$ cat src/rtl/video_pkg.sv
`default_nettype none
// ---------------------------------------------------------------------------
// video_pkg : shared video-path types and default frame geometry
// Rev 1.0
// ---------------------------------------------------------------------------
package video_pkg;

   localparam int HDISP_DEF = 800;
   localparam int VDISP_DEF = 480;

   // {8'h00, R, G, B}
   typedef logic [31:0] pixel_t;

   typedef enum logic [1:0] {
      IDLE  = 2'd0,
      FETCH = 2'd1,
      WAIT  = 2'd2,
      DONE  = 2'd3
   } fetch_state_t;

endpackage
`default_nettype wire

$ cat src/rtl/wshb_if.sv
`default_nettype none
// ---------------------------------------------------------------------------
// wshb_if : classic Wishbone bus bundle (single-read subset used by the fetcher)
// Rev 1.0
// ---------------------------------------------------------------------------
interface wshb_if;

   logic        cyc;
   logic        stb;
   logic        we;
   logic [3:0]  sel;
   logic [2:0]  cti;
   logic [1:0]  bte;
   logic [31:0] adr;
   logic        ack;
   logic [31:0] dat_sm;

   modport master (
      output cyc, stb, we, sel, cti, bte, adr,
      input  ack, dat_sm
   );

   modport slave (
      input  cyc, stb, we, sel, cti, bte, adr,
      output ack, dat_sm
   );

endinterface
`default_nettype wire

$ cat src/rtl/wshb_frame_reader.sv
`default_nettype none
// ---------------------------------------------------------------------------
// wshb_frame_reader : raster-order framebuffer fetch over Wishbone into pixel FIFO
// Rev 1.0
// ---------------------------------------------------------------------------
module wshb_frame_reader
   import video_pkg::*;
#(
   parameter int          HDISP     = HDISP_DEF,
   parameter int          VDISP     = VDISP_DEF,
   parameter logic [31:0] BASE_ADDR = 32'h0
) (
   input  logic   clk,
   input  logic   rst,
   wshb_if.master wshb_ifm,
   input  logic   frame_start,
   input  logic   fifo_walmost_full,
   output logic   fifo_write,
   output pixel_t fifo_wdata,
   output logic   resync_err
);

   localparam int NPIX  = HDISP * VDISP;
   localparam int IDX_W = (NPIX > 1) ? $clog2(NPIX) : 1;
   localparam logic [IDX_W-1:0] LAST_IDX = IDX_W'(NPIX - 1);

   fetch_state_t     state;
   logic [IDX_W-1:0] idx;
   logic             pending_resync;
   logic             req;
   logic [31:0]      adr;

   logic ack;
   logic last;

   // stb and cyc are one register: a single read is never split
   assign wshb_ifm.cyc = req;
   assign wshb_ifm.stb = req;
   assign wshb_ifm.we  = 1'b0;
   assign wshb_ifm.sel = 4'b1111;
   assign wshb_ifm.cti = 3'b000;
   assign wshb_ifm.bte = 2'b00;
   assign wshb_ifm.adr = adr;

   assign ack  = req & wshb_ifm.ack;
   assign last = (idx == LAST_IDX);

   always_ff @(posedge clk or posedge rst) begin
      if (rst) begin
         state          <= IDLE;
         idx            <= '0;
         pending_resync <= 1'b0;
         req            <= 1'b0;
         adr            <= BASE_ADDR;
         fifo_write     <= 1'b0;
         fifo_wdata     <= '0;
         resync_err     <= 1'b0;
      end else begin
         fifo_write <= 1'b0;
         resync_err <= 1'b0;
         case (state)
            IDLE, DONE: begin
               if (frame_start) begin
                  idx   <= '0;
                  adr   <= BASE_ADDR;
                  state <= FETCH;
                  req   <= 1'b1;
               end
            end
            FETCH: begin
               if (ack) begin
                  fifo_write     <= 1'b1;
                  fifo_wdata     <= wshb_ifm.dat_sm;
                  pending_resync <= 1'b0;
                  if (pending_resync || frame_start || last) begin
                     idx        <= '0;
                     adr        <= BASE_ADDR;
                     // a start landing on the final ack is a clean frame boundary
                     resync_err <= frame_start & ~last;
                     if (!pending_resync && !frame_start) begin
                        state <= DONE;
                        req   <= 1'b0;
                     end else if (fifo_walmost_full) begin
                        state <= WAIT;
                        req   <= 1'b0;
                     end
                  end else begin
                     idx <= idx + 1'b1;
                     adr <= adr + 32'd4;
                     if (fifo_walmost_full) begin
                        state <= WAIT;
                        req   <= 1'b0;
                     end
                  end
               end else if (frame_start) begin
                  pending_resync <= 1'b1;
                  resync_err     <= 1'b1;
               end
            end
            WAIT: begin
               if (frame_start) begin
                  idx        <= '0;
                  adr        <= BASE_ADDR;
                  resync_err <= 1'b1;
               end
               if (!fifo_walmost_full) begin
                  state <= FETCH;
                  req   <= 1'b1;
               end
            end
            default: begin
               state <= IDLE;
               req   <= 1'b0;
            end
         endcase
      end
   end

endmodule
`default_nettype wire

$ cat src/flat_wrapper.sv
// flat-port wrapper written by rule: the top's interface ports become plain ports
module wshb_frame_reader_flat import video_pkg::*;
#(
   parameter int          HDISP     = HDISP_DEF,
   parameter int          VDISP     = VDISP_DEF,
   parameter logic [31:0] BASE_ADDR = 32'h0
)
  (clk, rst, frame_start, fifo_walmost_full, fifo_write, fifo_wdata, resync_err, wshb_ifm_cyc, wshb_ifm_stb, wshb_ifm_we, wshb_ifm_sel, wshb_ifm_cti, wshb_ifm_bte, wshb_ifm_adr, wshb_ifm_ack, wshb_ifm_dat_sm);
  wshb_if wshb_ifm_i ();
  input  logic clk;
  input  logic rst;
  input  logic frame_start;
  input  logic fifo_walmost_full;
  output logic fifo_write;
  output pixel_t fifo_wdata;
  output logic resync_err;
  output wire logic [$bits(wshb_ifm_i.cyc)-1:0] wshb_ifm_cyc;
  output wire logic [$bits(wshb_ifm_i.stb)-1:0] wshb_ifm_stb;
  output wire logic [$bits(wshb_ifm_i.we)-1:0] wshb_ifm_we;
  output wire logic [$bits(wshb_ifm_i.sel)-1:0] wshb_ifm_sel;
  output wire logic [$bits(wshb_ifm_i.cti)-1:0] wshb_ifm_cti;
  output wire logic [$bits(wshb_ifm_i.bte)-1:0] wshb_ifm_bte;
  output wire logic [$bits(wshb_ifm_i.adr)-1:0] wshb_ifm_adr;
  input wire logic [$bits(wshb_ifm_i.ack)-1:0] wshb_ifm_ack;
  input wire logic [$bits(wshb_ifm_i.dat_sm)-1:0] wshb_ifm_dat_sm;
  assign wshb_ifm_cyc = wshb_ifm_i.cyc;
  assign wshb_ifm_stb = wshb_ifm_i.stb;
  assign wshb_ifm_we = wshb_ifm_i.we;
  assign wshb_ifm_sel = wshb_ifm_i.sel;
  assign wshb_ifm_cti = wshb_ifm_i.cti;
  assign wshb_ifm_bte = wshb_ifm_i.bte;
  assign wshb_ifm_adr = wshb_ifm_i.adr;
  assign wshb_ifm_i.ack = wshb_ifm_ack;
  assign wshb_ifm_i.dat_sm = wshb_ifm_dat_sm;
  wshb_frame_reader #(.HDISP(HDISP), .VDISP(VDISP), .BASE_ADDR(BASE_ADDR)) u_core (.clk(clk), .rst(rst), .wshb_ifm(wshb_ifm_i), .frame_start(frame_start), .fifo_walmost_full(fifo_walmost_full), .fifo_write(fifo_write), .fifo_wdata(fifo_wdata), .resync_err(resync_err));
endmodule
$ cat config.mk
export PLATFORM = sky130hd
export DESIGN_NAME = wshb_frame_reader_flat
export DESIGN_NICKNAME = d
export VERILOG_FILES = /design/src/rtl/video_pkg.sv /design/src/rtl/wshb_if.sv /design/src/rtl/wshb_frame_reader.sv /design/src/flat_wrapper.sv
export SDC_FILE = /design/constraint.sdc
export NUM_CORES = 1
export LEC_CHECK = 0
export ABC_CLOCK_PERIOD_IN_PS = 2640
export BUFFER_PORTS_ARGS = -buffer_cell sky130_fd_sc_hd__buf_2
export CAP_MARGIN = 20
export CELL_PAD_IN_SITES_DETAIL_PLACEMENT = 1
export CELL_PAD_IN_SITES_GLOBAL_PLACEMENT = 2
export CORE_ASPECT_RATIO = 1.25
export CORE_UTILIZATION = 31
export CTS_CLUSTER_DIAMETER = 40
export DETAILED_ROUTE_END_ITERATION = 12
export PLACE_DENSITY = 0.87
export SKIP_CTS_REPAIR_TIMING = 1
export SYNTH_ARGS = -nofsm -noshare
export SYNTH_HDL_FRONTEND = slang
export SYNTH_SLANG_ARGS = --single-unit
$ cat constraint.sdc
create_clock -name clk -period 2.64 [get_ports clk]
set_input_delay 0.132 -clock clk [delete_from_list [all_inputs] [get_ports clk]]
set_output_delay 0.132 -clock clk [all_outputs]
set_load 0.01 [all_outputs]
==> impl_results.md, run 1 <==
* First-pass GRT wire length at 19.75 mm
* EDFF count, synth at 0
* Share of layout cells above drive strength 1 at 0.2387
* Slew margin rel. at 0.3537
* Status: finished, violations left
* Biggest area consumer among synthesized cells: dfrtp_1
* Routed via count at 3938
* Final hold vios at 6
* Wire length on met3 at 513 um
* Final min period at 2.395 ns
* VDD IR max at 0.0003456 V
* Die area at 0.01444 sq mm
* Synth cell types at 56
* Hpwl dp at 8.208 mm
* Kind of critical path: reg -> reg
* Ys flop type: dfrtp_1
* RSZ-0062 raised after global routing: false
* Placer Congestion at 0.7358
* Die height at 134.1 um
* Crit Path Max Fanout at 22
* Area contributors post-synth: dfrtp_1, nand2_1, a31oi_1
* Chip width at 107.7 um
* Largest family of logic cells by synthesized area: simple AND/OR/NAND/NOR gates
* Fin crit share at 0.9073
* Core region area at 0.01341 sq mm
* Worst path required time at 2.91 ns
* Final Power at 4.516 mW
* # H-tree levels at 3
* Vias/cell at 5.141
* Worst Tran Pin Value at 0.9693 ns
* Worst Skew at 0.009448 ns
* Pins Over Slew Limit at 0
* Latest clock arrival within the worst-skew pair at 0.34 ns
* CTS tree: built
* Row cnt at 47
* Most frequent cells after synthesis: nand2_1, dfrtp_1, a31oi_1
* Slowest CP cell: or4_1
* Final Instance Area at 0.005390 sq mm
* FFs w/ async S/R, synth at 1.000
* Compound-cell area share of the yosys netlist at 0.1518
* Violated checks: negative hold slack
* Sum Neg Setup Slack at 0 ns
* Bufs and invs on worst path at 1
* Final setup violation count at 0
* Avg Cell Area, Syn at 8.958 sq um
* Vias in the first global route at 4079
* Drt first pass iters at 4
* Clock transition at the registers of the reported paths at 0.06 ns
* Detailed Route Iter0 Violations at 162
* DRC at 0
* CP arrival at 2.66 ns
* All-Layer GR Usage at 0.1696
* Inserted Clock Buffers at 9
* IO Port Bufs at 102
* Clk root buf: clkbuf_16
* Initial antenna violation count at 0
* Area growth syn-to-layout at 24.58%
* Mux cell area share after synthesis at 0.004627
* Top delay family on crit path: simple AND/OR/NAND/NOR gates
* Leakage power at 2.668 nW
* FMAX at 0.4175 GHz
* CTS Buffer Depth at 2
* Pwr dens at 837.7 mW/mm^2
* Final WL at 11.64 mm
* Post-DR wirelength/cell at 15.19 um
* Post-Synth Adder-Cell Area at 0.01157
* Max Cap Violations at 0
* Cell Area, Synth at 0.004327 sq mm
* Post-synthesis cell count at 483
* Hold WS at -0.006593 ns
* Worst path max stage delay at 0.55 ns
* Simple-gate area share of the yosys netlist at 0.2577
* Clk sinks at 87
* Ant diodes at 0
* Congestion Overflow GR at 0
* XOR/XNOR Fraction of Synth Area at 0.008097
* Count leader, synth: nand2_1
* Post-route ant nets at 0
* Final Net Count at 631
* Fraction of the yosys area taken by sequential cells at 0.5032
* Top cell type's share of synthesized area at 0.5032
* Placed Area at 0.005011 sq mm
* Met1 Routed Length at 5.337 mm
* Endpoint class of the critical path: flop
* Met2 wire length at 5.655 mm
* Initial Util at 0.3227
* Yosys warns at 0
* Synth Register Bits at 87
* DR top layer: met4
* CP startpoint kind: flop
* CP Cell Sequence: inv_1 > ha_1 > nand3_2 > or3_1 > o21bai_4 > or4_1 > nand3_1
* Type of the most critical hold path: in -> reg
* IO Pins at 115
* Largest net degree at the start of global routing at 52
[power by group]
part / total (mW) / leakage, nW / switching [mW] / internal, mW
logic: 1.37 / 1.37 / 0.879 / 0.496
registers: 1.82 / 1.15 / 0.188 / 1.64
clock network: 1.32 / 0.149 / 0.505 / 0.812
total: 4.52 / 2.67 / 1.57 / 2.94
[final cells by class]
cell class	instances	area (sq um)
clock buffers	14	274.0
clock inverters	2	37.54
fillers	1619	8018
inverters	14	53.80
multi-input cells	358	1933
flip-flops and latches	87	2177
well taps	171	214.0
repair buffers	120	700.7
[cells by family after synthesis]
family          Yosys count
other cells               2
flops                    87
buf+inv                  48
mux                       2
fa+ha+maj                 4
compound gates          100
xor+xnor                  4
simple gates            236
[cell usage in the layout, fill, tap and decap left out, types with 4 or more instances in the layout]
| cell | netlist | routed |
|---|---|---|
| a21o_1 | 6 | 6 |
| and2_1 | 4 | 4 |
| buf_2 | 5 | 102 |
| conb_1 | 2 | 12 |
| a21oi_1 | 20 | 20 |
| or3_1 | 7 | 7 |
| buf_4 | 15 | 11 |
| o21ai_0 | 19 | 19 |
| nor3_1 | 8 | 8 |
| dlygate4sd3_1 | 0 | 4 |
| inv_1 | 13 | 12 |
| dfrtp_1 | 87 | 87 |
| a41oi_1 | 6 | 6 |
| and3_1 | 9 | 9 |
| a31oi_1 | 25 | 25 |
| a22o_1 | 5 | 5 |
| clkbuf_16 | 0 | 9 |
| nand3_1 | 24 | 24 |
| nand4_1 | 11 | 11 |
| nand2_1 | 141 | 141 |
| ha_1 | 4 | 4 |
| nor2_1 | 11 | 11 |
[per-layer routing]
layer | GRT usage | vias to the layer above
met5 | 0 | -
met4 | 0.06012 | 0
met3 | 0.02187 | 11
met2 | 0.2942 | 108
met1 | 0.2146 | 1934
li1 | - | 1885
[metrics by stage]
step | setup WS, ns | util | hold slack (ns) | instances
after floorplan | 0.2578 | - | 0.2374 | 493
after global placement | 0.3399 | 0.3737 | 0.3217 | 745
after detailed placement | 0.2585 | 0.3737 | 0.3289 | 745
after CTS | 0.2486 | 0.3970 | -0.01933 | 761
after global routing | 0.1127 | 0.4020 | 0.0007211 | 766
final | 0.2446 | 0.4020 | -0.006593 | 766
[state kept, by name, summed over array words and instances, names as in the netlist]
signal	cells
u_core.resync_err	1
u_core.wshb_ifm.cyc	1
u_core.state	2
u_core.fifo_wdata	32
u_core.fifo_write	1
u_core.pending_resync	1
u_core.idx	19
u_core.wshb_ifm.adr	30
[worst register-to-register path: stages (launching register included)]
cell,delay (ns)
dfrtp_1,0.39
inv_1,0.09
ha_1,0.29
nand3_2,0.15
or3_1,0.42
o21bai_4,0.33
or4_1,0.56
nand3_1,0.10
[final timing paths]
path / from / to / slack (ns) / depth (start not counted)
max in group asynchronous: rst / u_core.fifo_wdata[19]$_DFFE_PP0P_ / 1.96 / 4
min in group asynchronous: rst / u_core.wshb_ifm.adr[3]$_DFFE_PP0P_ / 0.22 / 3
max reg2reg: u_core.state[1]$_DFFE_PP0P_ / u_core.wshb_ifm.adr[20]$_DFFE_PP0P_ / 0.24 / 7
min reg2reg: u_core.fifo_wdata[19]$_DFFE_PP0P_ / u_core.fifo_wdata[19]$_DFFE_PP0P_ / 0.47 / 2
max: u_core.state[1]$_DFFE_PP0P_ / u_core.wshb_ifm.adr[20]$_DFFE_PP0P_ / 0.24 / 7
min: wshb_ifm_dat_sm[8] / u_core.fifo_wdata[8]$_DFFE_PP0P_ / -0.007 / 3
Note: power is estimated with default switching activity, not from simulation.
==> inputs of run 2 (changes only) <==
--- a/config.mk
+++ b/config.mk
@@ -5,13 +5,14 @@
 export SDC_FILE = /design/constraint.sdc
 export NUM_CORES = 1
 export LEC_CHECK = 0
+export ABC_AREA = 1
 export ABC_CLOCK_PERIOD_IN_PS = 2640
 export BUFFER_PORTS_ARGS = -buffer_cell sky130_fd_sc_hd__buf_2
 export CAP_MARGIN = 20
 export CELL_PAD_IN_SITES_DETAIL_PLACEMENT = 1
 export CELL_PAD_IN_SITES_GLOBAL_PLACEMENT = 2
 export CORE_ASPECT_RATIO = 1.25
-export CORE_UTILIZATION = 31
+export CORE_UTILIZATION = 30
 export CTS_CLUSTER_DIAMETER = 40
 export DETAILED_ROUTE_END_ITERATION = 12
 export PLACE_DENSITY = 0.87
==> run 2 against run 1 <==
Effect of this change: the run still ends with negative hold slack left; sequential share of layout area is 4.7 points lower; clock skew is 0.0031 ns lower; cell count grew 32%; worst hold slack got worse by 0.0075 ns; area after synthesis rose by 15%; setup slack gained 0.39 ns; largest power group unchanged; highest routed layer unchanged.
==> impl_results.md, run 2 <==
* Status: finished, violations left
* Violated checks: negative hold slack
* Met1 Routed Length at 5.874 mm (+10%)
* IO Port Bufs at 102 (unchanged)
* Clk root buf: clkbuf_16
* Worst Tran Pin Value at 0.8325 ns (-0.1368 ns)
* Core region area at 0.01620 sq mm (+21%)
* Vias in the first global route at 4553 (+12%)
* Worst Skew at 0.006302 ns (-0.003146 ns)
* Most frequent cells in the layout: nand2_1, buf_2, dfrtp_1
* Placer Congestion at 0.7506 (+2.0%)
* Kind of critical path: reg -> reg
* FMAX at 0.4977 GHz (+19%)
* Die height at 145.9 um (+8.8%)
* Sum Neg Setup Slack at 0 ns (unchanged)
* Yosys warns at 0 (unchanged)
* Ant diodes at 0 (unchanged)
* Pins Over Slew Limit at 0 (unchanged)
* Chip width at 117.1 um (+8.8%)
* Final setup violation count at 0 (unchanged)
* DR top layer: met4
* Inserted Clock Buffers at 9 (unchanged)
* Routed via count at 4564 (+16%)
* Endpoint class of the critical path: flop
* Wire length on met3 at 616 um (+20%)
* Setup WS pre-CTS at 0.6185 ns (+0.3600 ns)
* Pwr dens at 708.2 mW/mm^2 (-15%)
* CP arrival at 2.21 ns (-0.45 ns)
* Die area at 0.01709 sq mm (+18%)
* Area contributors post-synth: dfrtp_1, nand2_1, nor2_1
* Post-DR wirelength/cell at 13.60 um (-11%)
* Congestion Overflow GR at 0 (unchanged)
* All-Layer GR Usage at 0.1704 (+0.0007977)
* Latest clock arrival within the worst-skew pair at 0.35 ns (about the same)
* Most frequent cells after synthesis: nand2_1, dfrtp_1, nor2_1
* IO Pins at 115 (unchanged)
* Largest net degree at the start of global routing at 47 (-9.6%)
* Synth Register Bits at 87 (unchanged)
* Top cell type's share of synthesized area at 0.4381 (-0.06511)
* Critical R2R Launch: u_core.idx[0]$_DFFE_PP0P_
* CTS Buffer Depth at 2 (unchanged)
* First-pass GRT wire length at 22.48 mm (+14%)
* CP startpoint kind: flop
* Share of layout cells above drive strength 1 at 0.2159 (-0.02275)
* Count leader, synth: nand2_1
* Cell Area, Synth at 0.004970 sq mm (+15%)
* Clock transition at the registers of the reported paths at 0.07 ns (about the same)
* Final WL at 13.70 mm (+18%)
* Fraction of the yosys area taken by sequential cells at 0.4381 (-0.06511)
* Slew margin rel. at 0.4450 (+0.09131)
* Post-route ant nets at 0 (unchanged)
* EDFF count, synth at 0 (unchanged)
* Final hold vios at 11 (+5)
* Detailed Route Iter0 Violations at 118 (-27%)
* VDD IR max at 0.0004203 V (+22%)
* Leakage power at 3.114 nW (+17%)
* Initial antenna violation count at 0 (unchanged)
* Biggest area consumer among synthesized cells: dfrtp_1
* Drt first pass iters at 4 (unchanged)
* Hold WS at -0.01413 ns (-0.007535 ns)
* RSZ-0062 raised after global routing: false
* Fin crit share at 0.7611 (-0.1462)
* Area growth syn-to-layout at 22.58%
* Met2 wire length at 7.013 mm (+24%)
* Post-synthesis cell count at 669 (+39%)
* Top reg by flops: u_core.fifo_wdata
* Max Cap Violations at 0 (unchanged)
* Worst path required time at 2.84 ns (-0.07 ns)
* CTS tree: built
* FFs w/ async S/R, synth at 1.000 (unchanged)
* R2R depth at 8 (+1)
* CP startpoint: u_core.idx[0]$_DFFE_PP0P_
* Hpwl dp at 10.05 mm (+22%)
* Setup ws final at 0.6306 ns (+0.3860 ns)
* Row cnt at 52 (+11%)
* DRC at 0 (unchanged)
* Synth cell types at 32 (-43%)
* Critical path capture point: u_core.idx[9]$_DFFE_PP0P_
* Final min period at 2.009 ns (-0.3860 ns)
* Avg Cell Area, Syn at 7.429 sq um (-17%)
* Type of the most critical hold path: in -> reg
* Commonest non-fill, non-tap cell in the layout: nand2_1
* Initial Util at 0.3068 (-0.01593)
* Crit Path Max Fanout at 21 (-4.5%)
* Number of flip-flops in the largest register at 32 (unchanged)
* Clk sinks at 87 (unchanged)
* Ys flop type: dfrtp_1
* Final Net Count at 828 (+31%)
* Vias/cell at 4.528 (-12%)
* Flop2flop setup slack at 0.63 ns (+0.39 ns)
* Filler cell count at 2051 (+27%)
* Largest regs: u_core.fifo_wdata x32, u_core.wshb_ifm.adr x30, u_core.idx x19
* Reg2Reg Capture Point: u_core.idx[9]$_DFFE_PP0P_
* # H-tree levels at 3 (unchanged)
## run 2: cell count changes after synthesis, moves of 10 or more
| cell | previous run | this run |
|---|---|---|
| xor2_1 | 1 | 13 |
| a31oi_1 | 25 | 0 |
| inv_1 | 13 | 55 |
| nand2_1 | 141 | 301 |
| o21ai_0 | 19 | 7 |
| o21ai_2 | 0 | 10 |
| nor2_1 | 11 | 60 |
| a21oi_1 | 20 | 1 |
| nand3_2 | 1 | 17 |
| nand3_1 | 24 | 39 |
## run 2: per-stage QoR
stage	utilization	power, mW	instance area [sq um]	instances
after floorplan	-	2.633	5007	679
after global placement	0.3483	3.094	5643	975
after detailed placement	0.3483	3.118	5643	975
after CTS	0.3655	4.369	5922	991
after global routing	0.3760	4.637	6092	1008
final	0.3760	4.315	6092	1008
## run 2: logic make-up after synthesis
| logic type | Yosys count | synth area share |
|---|---|---|
| other | 2 | 0.001511 |
| AND/OR/NAND/NOR | 441 | 0.3907 |
| flip-flops | 87 | 0.4381 |
| XOR/XNOR | 15 | 0.02644 |
| adder cells (fa/ha/maj) | 4 | 0.01007 |
| AO/OA/AOI/OAI | 34 | 0.04733 |
| buffers and inverters | 86 | 0.08585 |
## run 2: cell type report
class	count	area, sq um	area share
flip-flops and latches	87	2177	0.3574
clock buffers	14	264.0	0.04334
well taps	216	270.3	0.04436
clock inverters	2	15.01	0.002465
multi-input cells	506	2407	0.3952
inverters	58	220.2	0.03615
repair buffers	125	738.2	0.1212
## run 2: worst min-delay path by stage
stage,from,to,depth (start not counted)
6_report,wshb_ifm_dat_sm[0],u_core.fifo_wdata[0]$_DFFE_PP0P_,3
5_1_grt,wshb_ifm_dat_sm[31],u_core.fifo_wdata[31]$_DFFE_PP0P_,3
4_1_cts,rst,u_core.pending_resync$_DFFE_PP0P_,2
3_5_place_dp,rst,u_core.fifo_write$_DFF_PP0_,2
3_3_place_gp,rst,u_core.fifo_write$_DFF_PP0_,2
2_1_floorplan,wshb_ifm_dat_sm[0],u_core.fifo_wdata[0]$_DFFE_PP0P_,2
## run 2: metal layers
| metal | GRT usage | up-vias |
|---|---|---|
| met2 | 0.2914 | 97 |
| met3 | 0.03832 | 13 |
| met1 | 0.2060 | 2167 |
| met4 | 0.06266 | 0 |
| li1 | - | 2287 |
| met5 | 0 | - |
## run 2: power by group
part | leakage (nW) | internal, mW | switching [mW]
Sequential | 1.16 | 1.61 | 0.155
Clock | 0.129 | 0.691 | 0.531
Combinational | 1.83 | 0.458 | 0.868
## run 2: critical path: stages, from the launching register on
cell and delay, ns:
dfrtp_1 0.45, ha_1 0.28, nand2_2 0.10, nor2_4 0.13, nand2_4 0.09, clkinv_2 0.07
nand3_2 0.09, nand2_2 0.43, o21ai_0 0.21
